### src/rtl/int_push_controller_pkg.sv
// Shared control definitions for the interrupt push sequencer: state
// encodings, stack segment codes (common with the RTI pop sequencer) and
// the output decode used by the FSM.
package int_push_controller_pkg;

  // 3-bit state encodings
  localparam logic [2:0] ST_IDLE    = 3'd0;
  localparam logic [2:0] ST_DRAIN   = 3'd1;
  localparam logic [2:0] ST_PUSH_F  = 3'd2;
  localparam logic [2:0] ST_PUSH_PH = 3'd3;
  localparam logic [2:0] ST_PUSH_PL = 3'd4;
  localparam logic [2:0] ST_LOAD    = 3'd5;
  localparam logic [2:0] ST_ACK     = 3'd6;

  typedef enum logic [2:0] {
    S_IDLE    = ST_IDLE,
    S_DRAIN   = ST_DRAIN,
    S_PUSH_F  = ST_PUSH_F,
    S_PUSH_PH = ST_PUSH_PH,
    S_PUSH_PL = ST_PUSH_PL,
    S_LOAD    = ST_LOAD,
    S_ACK     = ST_ACK
  } state_e;

  // Stack segment codes, shared with the RTI pop sequencer
  localparam logic [1:0] SEG_FLAGS = 2'b00;
  localparam logic [1:0] SEG_PCH   = 2'b01;
  localparam logic [1:0] SEG_PCL   = 2'b10;
  localparam logic [1:0] SEG_NONE  = 2'b11;

  typedef struct packed {
    logic       stall;
    logic       int_push;
    logic [1:0] segment;
    logic       pc_adjust;
    logic       load_vector;
    logic       int_ack;
  } ctrl_out_t;

  localparam ctrl_out_t CTRL_RESET = '{
    stall:       1'b0,
    int_push:    1'b0,
    segment:     SEG_NONE,
    pc_adjust:   1'b0,
    load_vector: 1'b0,
    int_ack:     1'b0
  };

  // Moore output decode for a given state; unknown encodings give reset values
  function automatic ctrl_out_t decode_ctrl(input state_e st, input logic imm_seen);
    ctrl_out_t o;
    o = CTRL_RESET;
    case (st)
      S_IDLE: begin
        o = CTRL_RESET;
      end
      S_DRAIN: begin
        o.stall = 1'b1;
      end
      S_PUSH_F: begin
        o.stall    = 1'b1;
        o.int_push = 1'b1;
        o.segment  = SEG_FLAGS;
      end
      S_PUSH_PH: begin
        o.stall     = 1'b1;
        o.int_push  = 1'b1;
        o.segment   = SEG_PCH;
        o.pc_adjust = imm_seen;
      end
      S_PUSH_PL: begin
        o.stall     = 1'b1;
        o.int_push  = 1'b1;
        o.segment   = SEG_PCL;
        o.pc_adjust = imm_seen;
      end
      S_LOAD: begin
        o.stall       = 1'b1;
        o.load_vector = 1'b1;
        o.segment     = SEG_NONE;
      end
      S_ACK: begin
        o.int_ack = 1'b1;
      end
      default: begin
        o = CTRL_RESET;
      end
    endcase
    return o;
  endfunction

endpackage

### src/rtl/int_push_controller_if.sv
// Interrupt request / stack-push control bundle between the control unit
// environment (master) and the interrupt push sequencer (slave).
interface int_push_controller_if #(
  parameter int SEG_W = 2
) ();
  logic             int_req;
  logic             rti_busy;
  logic             imm;
  logic             stall;
  logic             int_push;
  logic [SEG_W-1:0] push_segment;
  logic             pc_adjust;
  logic             load_vector;
  logic             int_ack;

  modport master (
    output int_req, rti_busy, imm,
    input  stall, int_push, push_segment, pc_adjust, load_vector, int_ack
  );

  modport slave (
    input  int_req, rti_busy, imm,
    output stall, int_push, push_segment, pc_adjust, load_vector, int_ack
  );
endinterface

### src/rtl/int_push_controller_edge_latch.sv
// Rising-edge detector on the interrupt line with a one-deep pending bit.
// Further edges while pending merge into the same request; i_clear consumes
// both the stored request and any edge seen in the same cycle.
module int_edge_latch (
  input  logic clk,
  input  logic rst,
  input  logic i_int_req,
  input  logic i_clear,
  output logic o_edge,
  output logic o_pending
);

  logic r_int_req_d;
  logic r_pending;

  assign o_edge    = i_int_req & ~r_int_req_d;
  assign o_pending = r_pending;

  // Delay the request line and maintain the pending flag
  always_ff @(posedge clk or negedge rst) begin
    if (!rst) begin
      r_int_req_d <= 1'b0;
      r_pending   <= 1'b0;
    end else begin
      r_int_req_d <= i_int_req;
      if (i_clear) begin
        r_pending <= 1'b0;
      end else if (o_edge) begin
        r_pending <= 1'b1;
      end else begin
        r_pending <= r_pending;
      end
    end
  end

endmodule

### src/rtl/int_push_controller.sv
// Hardware interrupt sequencer: drains the pipeline, pushes flags, PC high
// and PC low (inverse of the RTI pop order), loads the PC from the vector
// and acknowledges. Outputs are registered decodes of the next state, so
// they always reflect the current state register.
module int_push_controller
  import int_push_controller_pkg::*;
#(
  parameter int DRAIN_CYCLES = 2,
  parameter int SEG_W        = 2
) (
  input  logic                 clk,
  input  logic                 rst,
  int_push_controller_if.slave bus
);

  localparam logic [2:0] DRAIN_LOAD = 3'(DRAIN_CYCLES - 1);

  state_e    r_state;
  state_e    w_state_nxt;
  logic [2:0] r_drain_cnt;
  logic [2:0] w_drain_cnt_nxt;
  logic      r_imm_seen;
  logic      w_imm_seen_nxt;
  ctrl_out_t r_ctrl;
  ctrl_out_t w_ctrl_nxt;
  logic      w_edge;
  logic      w_pending;
  logic      w_clear;

  int_edge_latch u_edge_latch (
    .clk       (clk),
    .rst       (rst),
    .i_int_req (bus.int_req),
    .i_clear   (w_clear),
    .o_edge    (w_edge),
    .o_pending (w_pending)
  );

  // Next-state, drain counter and immediate-tracking logic
  always_comb begin
    w_state_nxt     = S_IDLE;
    w_drain_cnt_nxt = r_drain_cnt;
    w_imm_seen_nxt  = r_imm_seen;
    w_clear         = 1'b0;
    case (r_state)
      S_IDLE: begin
        if ((w_pending | w_edge) && !bus.rti_busy) begin
          w_state_nxt     = S_DRAIN;
          w_drain_cnt_nxt = DRAIN_LOAD;
          w_clear         = 1'b1;
        end else begin
          w_state_nxt = S_IDLE;
        end
      end
      S_DRAIN: begin
        w_imm_seen_nxt = r_imm_seen | bus.imm;
        if (r_drain_cnt == 3'd0) begin
          w_state_nxt = S_PUSH_F;
        end else begin
          w_state_nxt     = S_DRAIN;
          w_drain_cnt_nxt = r_drain_cnt - 3'd1;
        end
      end
      S_PUSH_F:  w_state_nxt = S_PUSH_PH;
      S_PUSH_PH: w_state_nxt = S_PUSH_PL;
      S_PUSH_PL: w_state_nxt = S_LOAD;
      S_LOAD:    w_state_nxt = S_ACK;
      S_ACK: begin
        w_state_nxt    = S_IDLE;
        w_imm_seen_nxt = 1'b0;
      end
      default: begin
        w_state_nxt     = S_IDLE;
        w_drain_cnt_nxt = 3'd0;
        w_imm_seen_nxt  = 1'b0;
      end
    endcase
    w_ctrl_nxt = decode_ctrl(w_state_nxt, w_imm_seen_nxt);
  end

  // Sequencer state and registered output decode
  always_ff @(posedge clk or negedge rst) begin
    if (!rst) begin
      r_state     <= S_IDLE;
      r_drain_cnt <= 3'd0;
      r_imm_seen  <= 1'b0;
      r_ctrl      <= CTRL_RESET;
    end else begin
      r_state     <= w_state_nxt;
      r_drain_cnt <= w_drain_cnt_nxt;
      r_imm_seen  <= w_imm_seen_nxt;
      r_ctrl      <= w_ctrl_nxt;
    end
  end

  assign bus.stall        = r_ctrl.stall;
  assign bus.int_push     = r_ctrl.int_push;
  assign bus.push_segment = SEG_W'(r_ctrl.segment);
  assign bus.pc_adjust    = r_ctrl.pc_adjust;
  assign bus.load_vector  = r_ctrl.load_vector;
  assign bus.int_ack      = r_ctrl.int_ack;

endmodule

### src/flat_wrapper.sv
// flat-port wrapper written by rule: the top's interface ports become plain ports
module int_push_controller_flat import int_push_controller_pkg::*;
#(
  parameter int DRAIN_CYCLES = 2,
  parameter int SEG_W        = 2
)
  (clk, rst, bus_int_req, bus_rti_busy, bus_imm, bus_stall, bus_int_push, bus_push_segment, bus_pc_adjust, bus_load_vector, bus_int_ack);
  int_push_controller_if #(.SEG_W(SEG_W)) bus_i ();
  input  logic clk;
  input  logic rst;
  input wire logic [$bits(bus_i.int_req)-1:0] bus_int_req;
  input wire logic [$bits(bus_i.rti_busy)-1:0] bus_rti_busy;
  input wire logic [$bits(bus_i.imm)-1:0] bus_imm;
  output wire logic [$bits(bus_i.stall)-1:0] bus_stall;
  output wire logic [$bits(bus_i.int_push)-1:0] bus_int_push;
  output wire logic [$bits(bus_i.push_segment)-1:0] bus_push_segment;
  output wire logic [$bits(bus_i.pc_adjust)-1:0] bus_pc_adjust;
  output wire logic [$bits(bus_i.load_vector)-1:0] bus_load_vector;
  output wire logic [$bits(bus_i.int_ack)-1:0] bus_int_ack;
  assign bus_i.int_req = bus_int_req;
  assign bus_i.rti_busy = bus_rti_busy;
  assign bus_i.imm = bus_imm;
  assign bus_stall = bus_i.stall;
  assign bus_int_push = bus_i.int_push;
  assign bus_push_segment = bus_i.push_segment;
  assign bus_pc_adjust = bus_i.pc_adjust;
  assign bus_load_vector = bus_i.load_vector;
  assign bus_int_ack = bus_i.int_ack;
  int_push_controller #(.DRAIN_CYCLES(DRAIN_CYCLES), .SEG_W(SEG_W)) u_core (.clk(clk), .rst(rst), .bus(bus_i));
endmodule
### config.mk
export PLATFORM = sky130hd
export DESIGN_NAME = int_push_controller_flat
export DESIGN_NICKNAME = d
export VERILOG_FILES = /design/src/rtl/int_push_controller_pkg.sv /design/src/rtl/int_push_controller_if.sv /design/src/rtl/int_push_controller_edge_latch.sv /design/src/rtl/int_push_controller.sv /design/src/flat_wrapper.sv
export SDC_FILE = /design/constraint.sdc
export NUM_CORES = 1
export LEC_CHECK = 0
export BUFFER_PORTS_ARGS = -buffer_cell sky130_fd_sc_hd__buf_2
export CAP_MARGIN = 20
export CELL_PAD_IN_SITES_DETAIL_PLACEMENT = 0
export CELL_PAD_IN_SITES_GLOBAL_PLACEMENT = 1
export CORE_UTILIZATION = 35
export DETAILED_ROUTE_END_ITERATION = 12
export PLACE_DENSITY_LB_ADDON = 0.1
export SYNTH_ARGS = -nofsm -noshare
export SYNTH_HDL_FRONTEND = slang
export SYNTH_SLANG_ARGS = --single-unit
### constraint.sdc
create_clock -name clk -period 5.7 [get_ports clk]
set_input_delay 1.14 -clock clk [delete_from_list [all_inputs] [get_ports clk]]
set_output_delay 1.14 -clock clk [all_outputs]
set_load 0.02 [all_outputs]
# After elaboration in Yosys (flattened, before gate mapping)
# Cells that the tools add are included.
classes:
  bitwise: 5
  eq_ne: 14
  add_sub_neg: 1
  muxes: 17
  n_reduce_logical: 11
op_table:
  columns: ["op", "n"]
  rows:
  - ["3-bit equality test, second input constant", 6]
  - ["3-bit case mux with 6 select lines", 1]
  - ["5-bit OR reduction", 3]
  - ["3-bit by 2-bit equality test with 1-bit output, second input constant", 4]
  - ["1-bit two-way mux", 10]
  - ["3-bit case mux with 3 select lines", 1]
  - ["3-bit by 1-bit equality test with 1-bit output, second input constant", 2]
  - ["3-bit zero test", 2]
  - ["3-bit two-way mux", 2]
  - ["2-bit case mux with 3 select lines", 1]
  - ["3-bit AND reduction", 1]
  - ["3-bit OR reduction", 1]
  - ["3-bit by 1-bit subtractor with 3-bit output, second input constant", 1]
  - ["2-bit two-way mux", 1]
  - ["2-bit by 1-bit != test with 1-bit output, second input constant", 1]
  - ["2-bit != test, second input constant", 1]
  - ["1-bit inverter", 2]
  - ["1-bit bitwise OR", 2]
  - ["1-bit case mux with 2 select lines", 1]
  - ["2-bit nonzero test", 1]
  - ["2-bit OR reduction", 1]
  - ["1-bit AND", 1]
  - ["1-bit logical AND", 1]
  - ["1-bit zero test", 1]
word_totals:
  elab_cells: 59
  input_bits: 5
  output_inout_bits: 7
  ff_bits: 16

# Longest topological paths before layout
# Gate-level depths: netlist of the first run.
logic_depth:
  depth_word: 9
  ltp_mapped: 7
  mapped_depth_nobuf: 7

# Hierarchy
# A second synthesis of the first run with hierarchy kept.
hier_totals:
  hier_cells: 66
  area_unflattened_um2: 753.2
modules_own_cells:
  columns: ["mod", "cells_per_inst", "seq_area_each_um2", "n_inst", "area_per_inst_um2"]
  rows:
  - ["int_push_controller", 62, 352.8, 1, 679.4]
  - ["int_edge_latch", 4, 50.0, 1, 73.8]

# Least setup slack after synthesis of the first run
# No wires, ideal clock.
synth_timing:
  kind: "input -> register"
  startpoint: "input port bus_int_req"
  endpoint: "register u_core.r_ctrl (netlist bit u_core.bus.int_push)"
  slack_ps: 3420
  setup_time_ps: 78
  n_path_buf: 0
  arrival_ps: 2202
  required_ps: 5622
  path_stages: 5
  path_cell_list: "nand2b_1 > a21oi_1 > a21oi_1 > or3b_2 > a21oi_1"
synth_lines:
  columns: ["element", "line_no", "source"]
  rows:
  - ["from (decl)", "flat_wrapper.sv:11", "input wire logic [$bits(bus_i.int_req)-1:0] bus_int_req;"]
  - ["to (signal assigned)", "int_push_controller.sv:92", "r_ctrl <= w_ctrl_nxt;"]
  - ["to (decl)", "int_push_controller.sv:24", "ctrl_out_t r_ctrl;"]

==> results of run 1 <==
==> synthesized netlist by cell type <==
cell	instances	area [um^2]
or2b_1	1	7.510
and3b_1	1	8.760
nor2b_1	1	6.260
a2bb2oi_1	1	8.760
inv_1	5	18.77
o21ai_2	1	8.760
nand2b_1	1	6.260
ha_1	6	75.07
or3_1	2	12.51
dfstp_2	2	52.55
o311ai_0	1	8.760
o211ai_1	1	7.510
buf_6	1	11.26
dfrtp_1	14	350.3
a31oi_1	2	12.51
or3b_2	3	26.28
nand2_1	5	18.77
and2_2	1	7.510
o31ai_1	1	7.510
nor4_1	1	6.260
or4b_1	1	10.01
and3_1	2	12.51
and2_1	1	6.260
nor2_1	8	30.03
a311oi_2	1	15.01
a21oi_1	6	30.03
nor3_1	2	10.01
nand3_1	1	5.000
o21ai_0	2	10.01
a41oi_1	1	8.760
==> routing by layer <==
layer	GRT usage [%]	vias to the layer above	wire [um]
met5	0	-	0
li1	-	297	-
met1	19.08	287	734
met2	21.85	10	697
met4	4.286	0	13
met3	5.556	2	68
==> registers in the layout, indices dropped and copies added (netlist names) <==
| name | cells |
|---|---|
| u_core.bus.stall | 1 |
| u_core.bus.pc_adjust | 1 |
| u_core.u_edge_latch.o_pending | 1 |
| u_core.r_imm_seen | 1 |
| u_core.bus.load_vector | 1 |
| u_core.r_drain_cnt | 3 |
| u_core.bus.int_push | 1 |
| u_core.r_state | 3 |
| u_core.bus.push_segment | 2 |
| u_core.u_edge_latch.r_int_req_d | 1 |
| u_core.bus.int_ack | 1 |
==> critical path, stage by stage <==
cell	delay [ns]
buf_2	0.10
nand2b_1	0.08
a21oi_1	0.14
a21oi_1	0.40
or3b_2	0.48
a21oi_1	0.14
==> kinds of logic (layout without fill, tap and decap cells) <==
kind of cell    count (synthesis)  in the layout  synth area share, %
flops                          16             16                50.39
fa+ha+maj                       6              6                9.389
buf+inv                         6             19                3.756
simple gates                   31             31                21.76
compound gates                 17             17                14.71
==> per-stage QoR <==
stage	util, %	setup slack [ns]
after floorplan	-	3.420
after global placement	42.54	3.168
after detailed placement	42.54	3.134
after CTS	43.63	3.429
after global routing	43.63	3.287
final	43.63	3.414
==> cells in the final DEF (no fill, tap or decap) <==
cell type / netlist / final
a21oi_1: 6 / 6
a2bb2oi_1: 1 / 1
a311oi_2: 1 / 1
a31oi_1: 2 / 2
a41oi_1: 1 / 1
and2_1: 1 / 1
and2_2: 1 / 1
and3_1: 2 / 2
and3b_1: 1 / 1
buf_2: 0 / 11
clkbuf_4: 0 / 3
dfrtp_1: 14 / 14
dfstp_2: 2 / 2
ha_1: 6 / 6
inv_1: 5 / 5
nand2_1: 5 / 5
nand2b_1: 1 / 1
nand3_1: 1 / 1
nor2_1: 8 / 8
nor2b_1: 1 / 1
nor3_1: 2 / 2
nor4_1: 1 / 1
o211ai_1: 1 / 1
o21ai_0: 2 / 2
o21ai_2: 1 / 1
o311ai_0: 1 / 1
o31ai_1: 1 / 1
or2b_1: 1 / 1
or3_1: 2 / 2
or3b_2: 3 / 3
or4b_1: 1 / 1
==> area by class of cell <==
type	count	area (um^2)
fillers	202	1162
flip-flops and latches	16	402.9
multi-input cells	54	366.6
repair buffers	11	55.05
well taps	27	33.78
clock buffers	3	22.52
inverters	5	18.77
==> how the worst max path moves through the flow <==
stage / startpoint / end / slack (ns) / cells after the start
global placement: bus_int_req / u_core.bus.int_push / 3.17 / 6
global route: bus_int_req / u_core.bus.int_push / 3.29 / 6
finish: bus_int_req / u_core.bus.int_push / 3.41 / 6
detailed placement: bus_int_req / u_core.bus.int_push / 3.13 / 6
floorplan: bus_int_req / u_core.bus.int_push / 3.42 / 5
CTS: bus_int_req / u_core.bus.int_push / 3.43 / 6
==> power groups by stage <==
stage / registers [mW] / logic [mW] / clock network, mW
after floorplan: 0.205 / 0.190 / 0
final: 0.191 / 0.265 / 0.0555
after global placement: 0.192 / 0.262 / 0
after detailed placement: 0.193 / 0.266 / 0
after global routing: 0.197 / 0.302 / 0.0639
after CTS: 0.191 / 0.267 / 0.0599
==> metrics.yaml, run 1 <==
status: "complete, no violations"
cts_buffer_depth: 2
gr-total-overflow: 0
viasPerCell: 5.138
clock_sinks: 16
seq_power_share_pct: 37.3
endpoint_kind: "register"
grt_max_degree: 17
coreArea_um2: 2062
hpwlAfterDp_mm: 1.082
synth_area_um2: 799.5
die_x_um: 49.80
p_switching_uw: 225.1
min_period_ns: 2.286
portBuffers: 11
worstPathRequired_ns: 5.91
hold_viol_final: 0
relSlewSlack_pct: 63.44
routedWlPerCell_um: 13.04
cp-start-kind: "primary input"
sw_frac_of_total_pct: 44.00
vias: 596
fin_nets: 102
whs_endpoint: "u_core.r_drain_cnt[1]"
rsz0062_at_grt: "false"
fin_skew_ns: 0.001619
grt_pass1_wl_mm: 2.608
ir_drop_v: 0.0002424
holdPathStages: 2
power.internal_uw: 286.5
antenna_left: 0
cts_made_buffers: 3
insertion_delay_ns: 0.27
drt_iter0_drc: 4
path_clk_slew_ns: 0.08
tns_ns: 0
post-route-period-util_pct: 40.10
row_count: 16
synth.distinct_cells: 30
wl_mm: 1.513
ys_seq_area_share_pct: 50.39
timing.rr.start: "u_core.r_drain_cnt[0]"
antenna_found_initial: 0
cellPowerDensity_nw_per_um2: 568.6
r2r_cells: 7
synth_warnings: 0
ys_ff_latch: 16
root_buffer: "clkbuf_4"
r2r-end: "u_core.bus.int_push"
die_y_um: 49.80
initial_core_util_pct: 38.77
io_pins: 12
cts_hold_buf: 0
final_cell_count_no_fill: 116
globalplace.congestion: 0.7290
hold_start: "u_core.r_drain_cnt[1]"
whs_ns: 0.4846
r2r_setup_slack_ns: 3.51
critPathMaxFanout: 6
synthCells: 76
avgSynthCellArea_um2: 10.52
power.clock.fraction_pct: 10.9
syn-num-nets: 87
tritoncts: "done"
dieArea_um2: 2480
setup_viol: 0
power_uw: 511.5
post_cts_buffers: 0
dr.pass1.iters: 2
hold_path.class: "register to register"
worstPathArrival_ns: 2.49
finalInstanceArea_um2: 899.6
diodes: 0
drc: 0
grt_pass1_vias: 551
grt_usage_pct: 14.49
cts_resized: 0
drv_slew: 0
p_leak_nw: 0.4349
crit_type: "primary input to register"
placed_area_um2: 877.1
syn_to_final_growth_pct: 12.52
maxClockFrequency_mhz: 437.5
combPwrFrac_pct: 51.9
drive_gt1_share_pct: 24.72
htree_levels: 1
worstMarginPinSlew_ns: 0.5458
drv_cap: 0
placedCellCount: 113
No activity file was read; power rests on OpenSTA's default activity.
==> inputs of run 2 (changes only) <==
==> constraint.sdc (replaced) <==
create_clock -name clk -period 2 [get_ports clk]
set_input_delay 0.4 -clock clk [delete_from_list [all_inputs] [get_ports clk]]
set_output_delay 0.4 -clock clk [all_outputs]
set_load 0.02 [all_outputs]
==> run 2 against run 1 <==
Compared with the run above: register-to-register slack worse by 3.4 ns; first-iteration DRC count rose to 3.3 times the previous value; power rose to 3.4 times the previous value; sequential share of layout area down 4.9 points; worst setup slack worse by 3.3 ns; combinational power rose to 3.9 times the previous value; sequential power rose to 2.7 times the previous value; count of clock-buffer cells in the layout up 1; clock skew up 0.010 ns; worst hold slack worse by 0.48 ns; global-route usage up 0.95 points; clock power rose to 3.2 times the previous value; largest cell class unchanged.
==> metrics.yaml, run 2 (synthesized netlist as in run 1, its figures left out) <==
status: "complete, no violations"
syn_to_final_growth_pct: 26.60
coreArea_um2: 2062  # unchanged
dr.pass1.iters: 3  # +1
root_buffer: "clkbuf_4"
worst_slack_ns: 0.1148  # -3.300 ns
portBuffers: 11  # unchanged
crit_type: "register to register"
post-route-period-util_pct: 94.26
row_count: 16  # unchanged
die_y_um: 49.80  # unchanged
dieArea_um2: 2480  # unchanged
insertion_delay_ns: 0.29  # +0.02 ns
endpoint_kind: "register"
setup_viol: 0  # unchanged
cts_made_buffers: 3  # unchanged
drv_cap: 0  # unchanged
gr-total-overflow: 0  # unchanged
critPathMaxStageDelay_ns: 0.51  # +0.03 ns
crit_slowest_cell: "or3b_2"
viasPerCell: 4.847  # -5.7%
ir_drop_v: 0.0007245  # +200%
placedCellCount: 125  # +11%
grt_max_degree: 17  # unchanged
cts_buffer_depth: 2  # unchanged
routedWlPerCell_um: 12.26  # -6.0%
rsz0062_at_grt: "false"
hold_viol_final: 0  # unchanged
p_leak_nw: 0.5037  # +16%
pre_cts_ws_ns: -0.01827  # -3.153 ns
layout_common_cells: "buf_4 (14), dfrtp_1 (13), buf_2 (11), nor2_1 (8)"
cp-start-kind: "register"
antenna_found_initial: 0  # unchanged
fillers: 206  # +2.0%
placed_area_um2: 967.2  # +10%
diodes: 0  # unchanged
fin_skew_ns: 0.01207  # +0.01046 ns
whs_ns: 0.003030  # -0.4815 ns
die_x_um: 49.80  # unchanged
regArea_um2: 404.1  # +0.31%
maxClockFrequency_mhz: 530.4
wl_mm: 1.606  # +6.1%
finalInstanceArea_um2: 1012  # +13%
worstMarginPinSlew_ns: 0.4977  # -0.04819 ns
cellPowerDensity_nw_per_um2: 1718  # +200%
multi_input_area_um2: 369.1  # +0.68%
clock_sinks: 16  # unchanged
grt_usage_pct: 15.44  # +0.95 points
antenna_left: 0  # unchanged
cts_hold_buf: 0  # unchanged
post-route-util_pct: 49.09  # +5.5 points
initial_core_util_pct: 38.77  # unchanged
drive_gt1_share_pct: 36.54  # +12 points
globalplace.congestion: 0.7453  # +2.2%
grt_pass1_vias: 624  # +13%
worstPathRequired_ns: 2.17  # -3.74 ns
fin_nets: 116  # +14%
tritoncts: "done"
hpwlAfterDp_mm: 1.266  # +17%
htree_levels: 1  # unchanged
hold_path.class: "primary input to asynchronous set/reset pin"
cp_cell_sequence: "or3b_2 > o311ai_1 > a21oi_1 > buf_4 > and3_1 > or3_1"
drc: 0  # unchanged
relSlewSlack_pct: 66.67  # +3.2 points
io_pins: 12  # unchanged
critPathMaxFanout: 6  # unchanged
drv_slew: 0  # unchanged
path_clk_slew_ns: 0.10  # +0.02 ns
vias: 635  # +6.5%
min_period_ns: 1.885
final_cell_count_no_fill: 131  # +13%
final_common_cell: "buf_4"
grt_pass1_wl_mm: 2.794  # +7.1%
worstPathArrival_ns: 2.05  # -0.44 ns
drt_iter0_drc: 13  # +9
run 2: per-stage QoR:
stage | TNS, ns | power (mW)
after CTS | 0 | 1.750
after global routing | 0 | 1.905
after global placement | 0 | 1.492
after detailed placement | -0.01827 | 1.512
after floorplan | 0 | 1.126
final | 0 | 1.739
run 2: path summary, 6_finish.rpt:
path	end	start	depth (start not counted)	slack, ns
worst max register to register	u_core.bus.stall	u_core.r_state[2]	6	0.11
worst min register to register	u_core.r_drain_cnt[1]	u_core.r_drain_cnt[1]	2	0.51
max in group asynchronous	u_core.bus.push_segment[1]	rst	1	1.68
worst min-delay path	u_core.u_edge_latch.o_pending	rst	1	0.003
min in group clk	u_core.u_edge_latch.r_int_req_d	bus_int_req	1	0.24
worst max-delay path	u_core.bus.stall	u_core.r_state[2]	6	0.11
run 2: final cells by class:
type                       instances  share of cell area (%)
tap                               27                   3.337
sequential                        16                   39.93
multi-input combinational         54                   36.46
timing repair buffer              25                   15.82
clock buffer                       4                   2.596
inverter                           5                   1.854
run 2: what timing repair did:
| action | in CTS | in global routing |
|---|---|---|
| setup endpoints to repair | 1 | 3 |
| setup buffers | 2 | 0 |
| pin swaps | 0 | 0 |
| gates resized for setup | 0 | 3 |
run 2: where the power goes:
part | switching, mW | internal, mW | leakage, nW | total, mW
clock network | 0.102 | 0.0775 | 0.0150 | 0.179
registers | 0.0621 | 0.457 | 0.200 | 0.519
logic | 0.537 | 0.504 | 0.288 | 1.04
total | 0.701 | 1.04 | 0.504 | 1.74
run 2: critical path: cells and delay by family, from the launching register on:
family,cells,cell delay (ns)
AND/OR/NAND/NOR,3,0.98
AO/OA/AOI/OAI,2,0.19
buffers and inverters,1,0.16
flip-flops,1,0.43
run 2: metal layers:
metal | up-vias | part of all wire (%) | track usage, %
met5 | - | 0 | 0
met4 | 0 | 1.6 | 7.143
met3 | 4 | 3.9 | 4.012
met2 | 10 | 45 | 22.97
met1 | 296 | 50 | 20.78
li1 | 325 | - | -
